<file path="src/rtl/factor_cu_pkg.sv">
// Shared definitions for the smallest-factor control unit: FSM states,
// ALU opcodes, write-data mux selects and register-bank indices.
package factor_cu_pkg;

  typedef enum logic [3:0] {
    IDLE, LOADN, LOADD, RCOPY, OPA, OPB, SUB, INCA, INC, RES, DONE, ERR
  } state_t;

  localparam logic [1:0] OP_PASS = 2'b00;
  localparam logic [1:0] OP_ADD  = 2'b01;
  localparam logic [1:0] OP_SUB  = 2'b10;
  localparam logic [1:0] OP_INC  = 2'b11;

  localparam logic [2:0] MUX_INA   = 3'd0;
  localparam logic [2:0] MUX_INB   = 3'd1;
  localparam logic [2:0] MUX_CONST = 3'd2;
  localparam logic [2:0] MUX_ALU   = 3'd3;
  localparam logic [2:0] MUX_REG   = 3'd4;

  // R0 result, R1/R2 ALU operands, R3 N, R4 divisor, R5 running remainder
  localparam logic [3:0] R0 = 4'd0;
  localparam logic [3:0] R1 = 4'd1;
  localparam logic [3:0] R2 = 4'd2;
  localparam logic [3:0] R3 = 4'd3;
  localparam logic [3:0] R4 = 4'd4;
  localparam logic [3:0] R5 = 4'd5;

endpackage

</file>
<file path="src/rtl/factor_cu_decode.sv">
// Combinational control decode: every output is a function of state alone,
// except the remainder write in SUB, which is suppressed on borrow.
module factor_cu_decode
  import factor_cu_pkg::*;
(
  input  logic [3:0] state,
  input  logic       ALUborrow,
  output logic       WE,
  output logic [3:0] RegAdd,
  output logic [2:0] InMuxAdd,
  output logic [3:0] OutMuxAdd,
  output logic [7:0] CUconst,
  output logic [1:0] ALUop,
  output logic       busy,
  output logic       done,
  output logic       err
);

  always_comb begin
    WE        = 1'b0;
    RegAdd    = R0;
    InMuxAdd  = MUX_INA;
    OutMuxAdd = R0;
    CUconst   = 8'd0;
    ALUop     = OP_PASS;
    busy      = (state != IDLE);
    done      = 1'b0;
    err       = 1'b0;
    case (state_t'(state))
      LOADN: begin
        WE = 1'b1; RegAdd = R3; InMuxAdd = MUX_INA;
      end
      LOADD: begin
        WE = 1'b1; RegAdd = R4; InMuxAdd = MUX_CONST; CUconst = 8'd2;
      end
      RCOPY: begin
        WE = 1'b1; RegAdd = R5; InMuxAdd = MUX_REG; OutMuxAdd = R3;
      end
      OPA: begin
        WE = 1'b1; RegAdd = R1; InMuxAdd = MUX_REG; OutMuxAdd = R5;
      end
      OPB: begin
        WE = 1'b1; RegAdd = R2; InMuxAdd = MUX_REG; OutMuxAdd = R4;
      end
      SUB: begin
        // keep the old remainder when r < d so it can be discarded cleanly
        WE = ~ALUborrow; RegAdd = R5; InMuxAdd = MUX_ALU; ALUop = OP_SUB;
      end
      INCA: begin
        WE = 1'b1; RegAdd = R1; InMuxAdd = MUX_REG; OutMuxAdd = R4;
      end
      INC: begin
        WE = 1'b1; RegAdd = R4; InMuxAdd = MUX_ALU; ALUop = OP_INC;
      end
      RES: begin
        WE = 1'b1; RegAdd = R0; InMuxAdd = MUX_REG; OutMuxAdd = R4;
      end
      DONE: done = 1'b1;
      ERR: begin
        WE = 1'b1; RegAdd = R0; InMuxAdd = MUX_CONST; CUconst = 8'd0; err = 1'b1;
      end
      default: ;
    endcase
  end

endmodule

</file>
<file path="src/rtl/factor_cu.sv">
// Smallest-factor control unit: trial division by repeated subtraction,
// driving an external register bank and 8-bit ALU one step per cycle.
module factor_cu
  import factor_cu_pkg::*;
(
  input  logic       clk,
  input  logic       reset,
  input  logic       start,
  input  logic       ALUzero,
  input  logic       ALUborrow,
  output logic       WE,
  output logic [3:0] RegAdd,
  output logic [2:0] InMuxAdd,
  output logic [3:0] OutMuxAdd,
  output logic [7:0] CUconst,
  output logic [1:0] ALUop,
  output logic       busy,
  output logic       done,
  output logic       err
);

  state_t state;

  always_ff @(posedge clk) begin
    if (reset) state <= IDLE;
    else begin
      case (state)
        IDLE:  if (start) state <= LOADN;
        LOADN: state <= LOADD;
        LOADD: state <= RCOPY;
        RCOPY: state <= OPA;
        OPA:   state <= OPB;
        OPB:   state <= SUB;
        SUB: begin
          if (ALUborrow)    state <= INCA;
          else if (ALUzero) state <= RES;
          else              state <= OPA;
        end
        INCA:  state <= INC;
        // divisor wrapping to zero means every candidate up to 255 failed
        INC:   state <= ALUzero ? ERR : RCOPY;
        RES:   state <= DONE;
        DONE:  state <= IDLE;
        ERR:   state <= IDLE;
        default: state <= IDLE;
      endcase
    end
  end

  factor_cu_decode u_dec (
    .state     (state),
    .ALUborrow (ALUborrow),
    .WE        (WE),
    .RegAdd    (RegAdd),
    .InMuxAdd  (InMuxAdd),
    .OutMuxAdd (OutMuxAdd),
    .CUconst   (CUconst),
    .ALUop     (ALUop),
    .busy      (busy),
    .done      (done),
    .err       (err)
  );

endmodule
</file>
<file path="config.mk">
export PLATFORM = sky130hd
export DESIGN_NAME = factor_cu
export DESIGN_NICKNAME = d
export VERILOG_FILES = /design/src/rtl/factor_cu_pkg.sv /design/src/rtl/factor_cu_decode.sv /design/src/rtl/factor_cu.sv
export SDC_FILE = /design/constraint.sdc
export NUM_CORES = 1
export LEC_CHECK = 0
export ABC_AREA = 1
export CAP_MARGIN = 5
export CORE_AREA = 2 2 39 41
export CTS_BUF_LIST = sky130_fd_sc_hd__clkbuf_8
export CTS_CLUSTER_SIZE = 30
export DETAILED_ROUTE_END_ITERATION = 6
export DIE_AREA = 0 0 41 43
export GPL_ROUTABILITY_DRIVEN = 1
export MAX_ROUTING_LAYER = met4
export PLACE_DENSITY = 0.8
export SETUP_SLACK_MARGIN = 0.4
export SLEW_MARGIN = 0
export SYNTH_ARGS = -nofsm -noshare
export SYNTH_HDL_FRONTEND = slang
export SYNTH_SLANG_ARGS = --single-unit
</file>
<file path="constraint.sdc">
create_clock -name clk -period 1.72 [get_ports clk]
set_input_delay 0.344 -clock clk [delete_from_list [all_inputs] [get_ports clk]]
set_output_delay 0.344 -clock clk [all_outputs]
set_load 0.03 [all_outputs]
</file>
==> results of run 1 <==
==> worst reg2reg max path, delay by kind of cell, from the launching register on <==
family	cells	cell delay, ns
buffers and inverters	4	0.43
DFF	1	0.38
and+or+nand+nor	4	0.33
==> worst max-delay path by stage <==
stage	end	cells past startpoint	slack, ns	start
floorplan	WE	6	0.33	state[3]
global placement	WE	7	0.04	ALUborrow
detailed placement	WE	7	0.03	ALUborrow
CTS	WE	7	0.06	state[1]
global route	RegAdd[2]	7	-0.03	state[0]
finish	RegAdd[2]	7	0.02	state[0]
==> where the power goes <==
group | internal [uW] | switching (uW) | total (uW)
combinational | 332 | 486 | 818
sequential | 113 | 31.5 | 145
clock | 149 | 45.3 | 194
==> layout make-up <==
| class | count | area (sq um) |
|---|---|---|
| Tap cell | 16 | 20.0 |
| Inverter | 17 | 81.3 |
| Multi-Input combinational cell | 71 | 433 |
| Clock buffer | 3 | 41.3 |
| Sequential cell | 4 | 92.6 |
| Timing Repair Buffer | 39 | 379 |
| Fill cell | 95 | 337 |
==> layout by cell type, fill, tap and decap left out <==
master	instances
nand2_2	2
nand3_4	1
clkbuf_8	3
dfxtp_4	3
inv_1	6
buf_12	1
nor2_2	2
buf_4	17
inv_4	5
nor2_1	14
buf_6	17
nand2_4	9
nand2_1	15
nor2_4	8
conb_1	9
inv_2	5
nand4_1	1
dfxtp_2	1
clkinv_4	1
o21ai_0	2
clkdlybuf4s50_1	4
nand3_1	8
==> logic make-up after synthesis <==
group | after synthesis | synth area share [%]
AND/OR/NAND/NOR | 60 | 52.9
flip-flops | 4 | 16.2
AO/OA/AOI/OAI | 2 | 2.03
buffers and inverters | 27 | 28.1
other | 1 | 0.759
==> layer usage <==
layer  GRT usage, %  part of all wire, %
met1           22.5                   33
met3           3.14                  6.9
met5              -                    0
met2           33.8                   53
met4           16.0                  7.0
==> timing repair <==
action	in CTS	in global routing
setup endpoints to repair	16	17
resized for setup	34	24
pin swaps	6	13
hold endpoints to repair	0	0
setup buffers	7	9
==> per-stage QoR <==
step / setup TNS [ns] / area, sq um / setup WS [ns] / std cells
2_1_floorplan: 0 / 603 / 0.332 / 102
3_3_place_gp: 0 / 736 / 0.0427 / 131
3_5_place_dp: 0 / 736 / 0.0340 / 131
4_1_cts: 0 / 916 / 0.0564 / 141
5_1_grt: -0.0522 / 1050 / -0.0292 / 150
6_report: 0 / 1050 / 0.0172 / 150
==> results by group, run 1 <==
Drt
  • Number of DRC markers in iteration 0: 20
  • Vias post-DR: 754
  • Post-DRT Antenna Nets: 0
  • DR vias/cell: between 5 and 6
  • Drc violations: 0
  • DR WL/cell: 13.1 um
  • Pre-antenna DRT Iters: 5
  • Final wirelength: around 2.0 mm

Worst setup path
  • Worst path bufs/invs: 4
  • Critical path fanouts, max: 4
  • Critical Path Start Type: flip-flop
  • CP Capture Type: output port
  • Slowest CP cell: dfxtp_2
  • CP required: roughly 1.4 ns
  • Worst Path Arrival: between 1 and 1.5 ns
  • Worst Setup Path Type: flip-flop to output port
  • Start of the worst register-to-register path: state[3]
  • Worst R2R Path Depth: 8
  • Worst reg2reg endpoint: state[1]
  • Worst-path cell chain: buf_6, nand2_4, inv_2, nand2_2, buf_6, nand4_1, buf_6
  • Reg-to-reg slack, setup: around 0.46 ns
  • Crit path top cell by count: buf_6
  • CP top delay family: buffers and inverters
  • Slowest Stage Delay on Critical Path: around 0.32 ns

CTS
  • CTS max path bufs: 2
  • Post-CTS Hold Fix Bufs: 0
  • Root Buffer: clkbuf_8
  • # clock sinks: 4
  • Clock buffer count from CTS: 3
  • H-tree depth: 1
  • CTS tree: done
  • Clk_lat worst skew: ~0.22 ns
  • CTS clock-pin slew for the worst setup and hold paths: around 0.03 ns

Flow run
  • Max-cap violations: 0

Final layout
  • Finished Core Util: around 76%
  • Nets@finish: roughly 140
  • Layout area overhead: 112%
  • Max reg flops: 4
  • Regs by FF count: state: 4 flops
  • Largest reg by FF count: state
  • Ant. Diodes: 0
  • Share of cells above drive strength 1: between 50 and 60%

Placed design
  • Port Buf Inserts: 20
  • Hpwl dp: roughly 1.0 mm
  • RePlAce Congestion: 0.881

Die
  • Die width: roughly 41 um
  • Initial Util: a little over a third
  • Die height: between 40 and 50 um
  • Core footprint: ~0.0014 sq mm
  • Die area: between 0.0015 and 0.002 sq mm
  • Row Count: 14
  • IO Pins: 30

Synth
  • Share of the synthesized area in the top cell type: 18.2%
  • Ys flop type: dfxtp_1
  • Post-synth EDFFs: 0
  • Synth area leaders: nand2_1, dfxtp_1, nor2_1
  • Syn Std Cell Area: around 490 sq um
  • Cell taking the most area after synthesis: nand2_1
  • Sequential area share after synthesis: about 16%
  • Unique cell type count in the Yosys netlist: 13
  • Synth Area per Inst: about 5.3 sq um
  • Synth cell count leaders: nand2_1, nor2_1, inv_1, buf_4, nand3_1
  • Mapped Cells: 94
  • #FFs+latches synth: 4
  • Count leader, synth: nand2_1
  • Post-synth ARST share: 0%
  • YS warnings: 0

STA
  • Period utilization: 99.0%
  • Max Freq: between 0.5 and 0.6 GHz
  • Final setup viols: 0
  • Max Slew Vio Count: 0
  • Final Hold Fails: 0
  • RSZ-0062 raised after global routing: yes
  • Clock Skews: between 0.001 and 0.0015 ns
  • WHS: ~0.64 ns
  • Crit path time final: 1.70 ns

Global routing
  • GRT Residual Overflow: 0
  • Largest net degree at the start of global routing: 9
  • Total global-route track usage: a little over a fifth
  • First-pass GRT wire length: roughly 2.4 mm
  • Initial antenna violation count: 0
  • Number of global-route vias before repair: 595

Min path
  • Hold path depth: 3
  • Hold Startpoint: state[3]
  • Hold EP: state[0]
  • Type of the worst min-delay path: flip-flop to flip-flop

Power
  • Power consumption: 1160 uW
  • Leakage: just over 0.0006 uW
  • Worst vdd ir: 0.696 mV
  • Pwr/cell area: 1100 mW/mm^2

Outcome
  • Outcome: finished clean
Note: power is estimated with default switching activity, not from simulation.
==> inputs of run 2 (changes only) <==
Settings changed: SLEW_MARGIN 0 to default.
Clock period 1.72 ns to 2 ns, I/O delays scaled along.
==> run 2 against run 1 <==
Die area unchanged. Critical endpoint unchanged. Global-route usage decreased by 1.7 points. Utilization decreased by 11 points. Register-to-register slack better by 0.31 ns. Critical path depth fell by 3. Power decreased by 29%. Count of clock-buffer cells in the layout did not move. Wire length shrank 18%. First-iteration DRC count grew 5.0%. Sequential share of layout area up 1.8 points. Highest routed layer unchanged. Clock power down 11%.
==> results by group, run 2 (synthesis gave the netlist of run 1 again) <==
Outcome
  • Outcome: finished clean

Min path
  • Type of the worst min-delay path: flip-flop to flip-flop

Placed design
  • RePlAce Congestion: 0.866 (-1.7%)
  • Hpwl dp: 996 um (-3.7%)
  • Cell Area, Placed: 722 sq um (-1.9%)
  • Port Buf Inserts: 20 (unchanged)
  • Cell total after placement: 134 (+2.3%)

Drt
  • Number of DRC markers in iteration 0: 21 (+5.0%)
  • DR WL/cell: 11.2 um (-15%)
  • Final wirelength: 1.61 mm (-18%)
  • DR vias/cell: 4.74 (-5.8%)
  • Post-DRT Antenna Nets: 0 (unchanged)
  • Drc violations: 0 (unchanged)
  • Vias post-DR: 682 (-9.5%)
  • Pre-antenna DRT Iters: 4 (-1)

Final layout
  • Filler instances: 126 (+33%)
  • Layout Cells excl Fill: 144 (-4.0%)
  • Most frequent cells in the layout: nand2_1, nor2_1, buf_6
  • Finished layout cell area: 892 sq um (-15%)
  • Finished Core Util: 64.5% (-11 points)
  • Share of cells above drive strength 1: 49.2% (-6.8 points)
  • Largest reg by FF count: state
  • Regs by FF count: state: 4 flops
  • Layout area overhead: 80.5%
  • FF+latch area: 95.1 sq um (+2.7%)
  • Area of the multi-input gates: 385 sq um (-11%)
  • Ant. Diodes: 0 (unchanged)
  • Nets@finish: 135 (-4.3%)
  • Most common cell after layout, fill and taps aside: nand2_1
  • Max reg flops: 4 (unchanged)

Die
  • Core footprint: 0.00138 sq mm (unchanged)
  • Die height: 43 um (unchanged)
  • Die width: 41 um (unchanged)
  • Initial Util: 35.7% (unchanged)
  • IO Pins: 30 (unchanged)
  • Die area: 0.00176 sq mm (unchanged)
  • Row Count: 14 (unchanged)

CTS
  • Clk_lat worst skew: 0.22 ns (about the same)
  • H-tree depth: 1 (unchanged)
  • # clock sinks: 4 (unchanged)
  • CTS max path bufs: 2 (unchanged)
  • CTS tree: done
  • Root Buffer: clkbuf_8
  • Clock buffer count from CTS: 3 (unchanged)
  • CTS clock-pin slew for the worst setup and hold paths: 0.03 ns (about the same)

Global routing
  • Largest net degree at the start of global routing: 8 (-1)
  • First-pass GRT wire length: 2.28 mm (-6.2%)
  • Total global-route track usage: 19.7% (-1.7 points)
  • Number of global-route vias before repair: 556 (-6.6%)
  • Initial antenna violation count: 0 (unchanged)
  • GRT Residual Overflow: 0 (unchanged)

STA
  • WHS: 0.604 ns (-0.0332 ns)
  • Max Slew Vio Count: 0 (unchanged)
  • Setup tns final: 0 ns (unchanged)
  • Final setup viols: 0 (unchanged)
  • Final Hold Fails: 0 (unchanged)
  • Crit path time final: approximately 1.7 ns
  • Max Freq: around 0.58 GHz
  • RSZ-0062 raised after global routing: yes
  • Clock Skews: 0.00505 ns (+0.00394 ns)
  • Period utilization: between 80% and 90%

Flow run
  • Max-cap violations: 0 (unchanged)

Power
  • Pwr/cell area: 927 mW/mm^2 (-16%)
  • Leakage: 0.000538 uW (-13%)
  • Worst vdd ir: 0.636 mV (-8.7%)

Worst setup path
  • Worst Setup Path Type: flip-flop to output port
  • Worst Path Arrival: 1.34 ns (-0.02 ns)
  • CP required: 1.60 ns (+0.22 ns)
  • CP Capture Type: output port
  • Critical Path Start Type: flip-flop
  • Critical path fanouts, max: 5 (+1)
==> run 2: metrics by stage <==
step,total power (uW),worst slack (ns)
after floorplan,438,0.409
after CTS,791,0.336
after global routing,880,0.219
after global placement,594,0.0644
after detailed placement,599,0.0420
final,827,0.265
==> run 2: cell type report <==
class / count / area share, %
multi-input combinational: 71 / 43.2
inverter: 17 / 7.15
timing repair buffer: 33 / 32.1
clock buffer: 3 / 4.63
sequential: 4 / 10.7
tap: 16 / 2.24
==> run 2: critical path: stages (launching register included) <==
cell     delay [ns]
dfxtp_4        0.35
nor2_2         0.25
nand2_2        0.15
nand4_1        0.14
buf_2          0.21
==> run 2: final timing paths <==
check        cells past startpoint  startpoint        end  slack (ns)
min                              3    state[2]   state[0]        0.60
min reg2reg                      3    state[2]   state[0]        0.60
max                              4    state[2]  RegAdd[2]        0.26
max reg2reg                      8    state[2]   state[3]        0.77
==> run 2: power breakdown <==
group	internal, uW	switching, uW	leakage, uW
clock network	128	43.9	0.0000216
logic	181	348	0.000481
registers	98.8	27.2	0.0000356
==> run 2: routing by layer <==
metal / wire, um / global-route usage [%] / vias up
met3: 102 / 3.14 / 5
met4: 40 / 10.0 / 0
met1: 585 / 20.8 / 316
met5: 0 / - / -
li1: - / - / 329
met2: 880 / 33.1 / 32
==> run 2: repair_timing <==
| item | in CTS | in global routing |
|---|---|---|
| hold buffers | 0 | 0 |
| setup buffers | 5 | 2 |
| endpoints found under the setup margin | 16 | 14 |
| pin swaps | 7 | 3 |
| resized for setup | 94 | 24 |
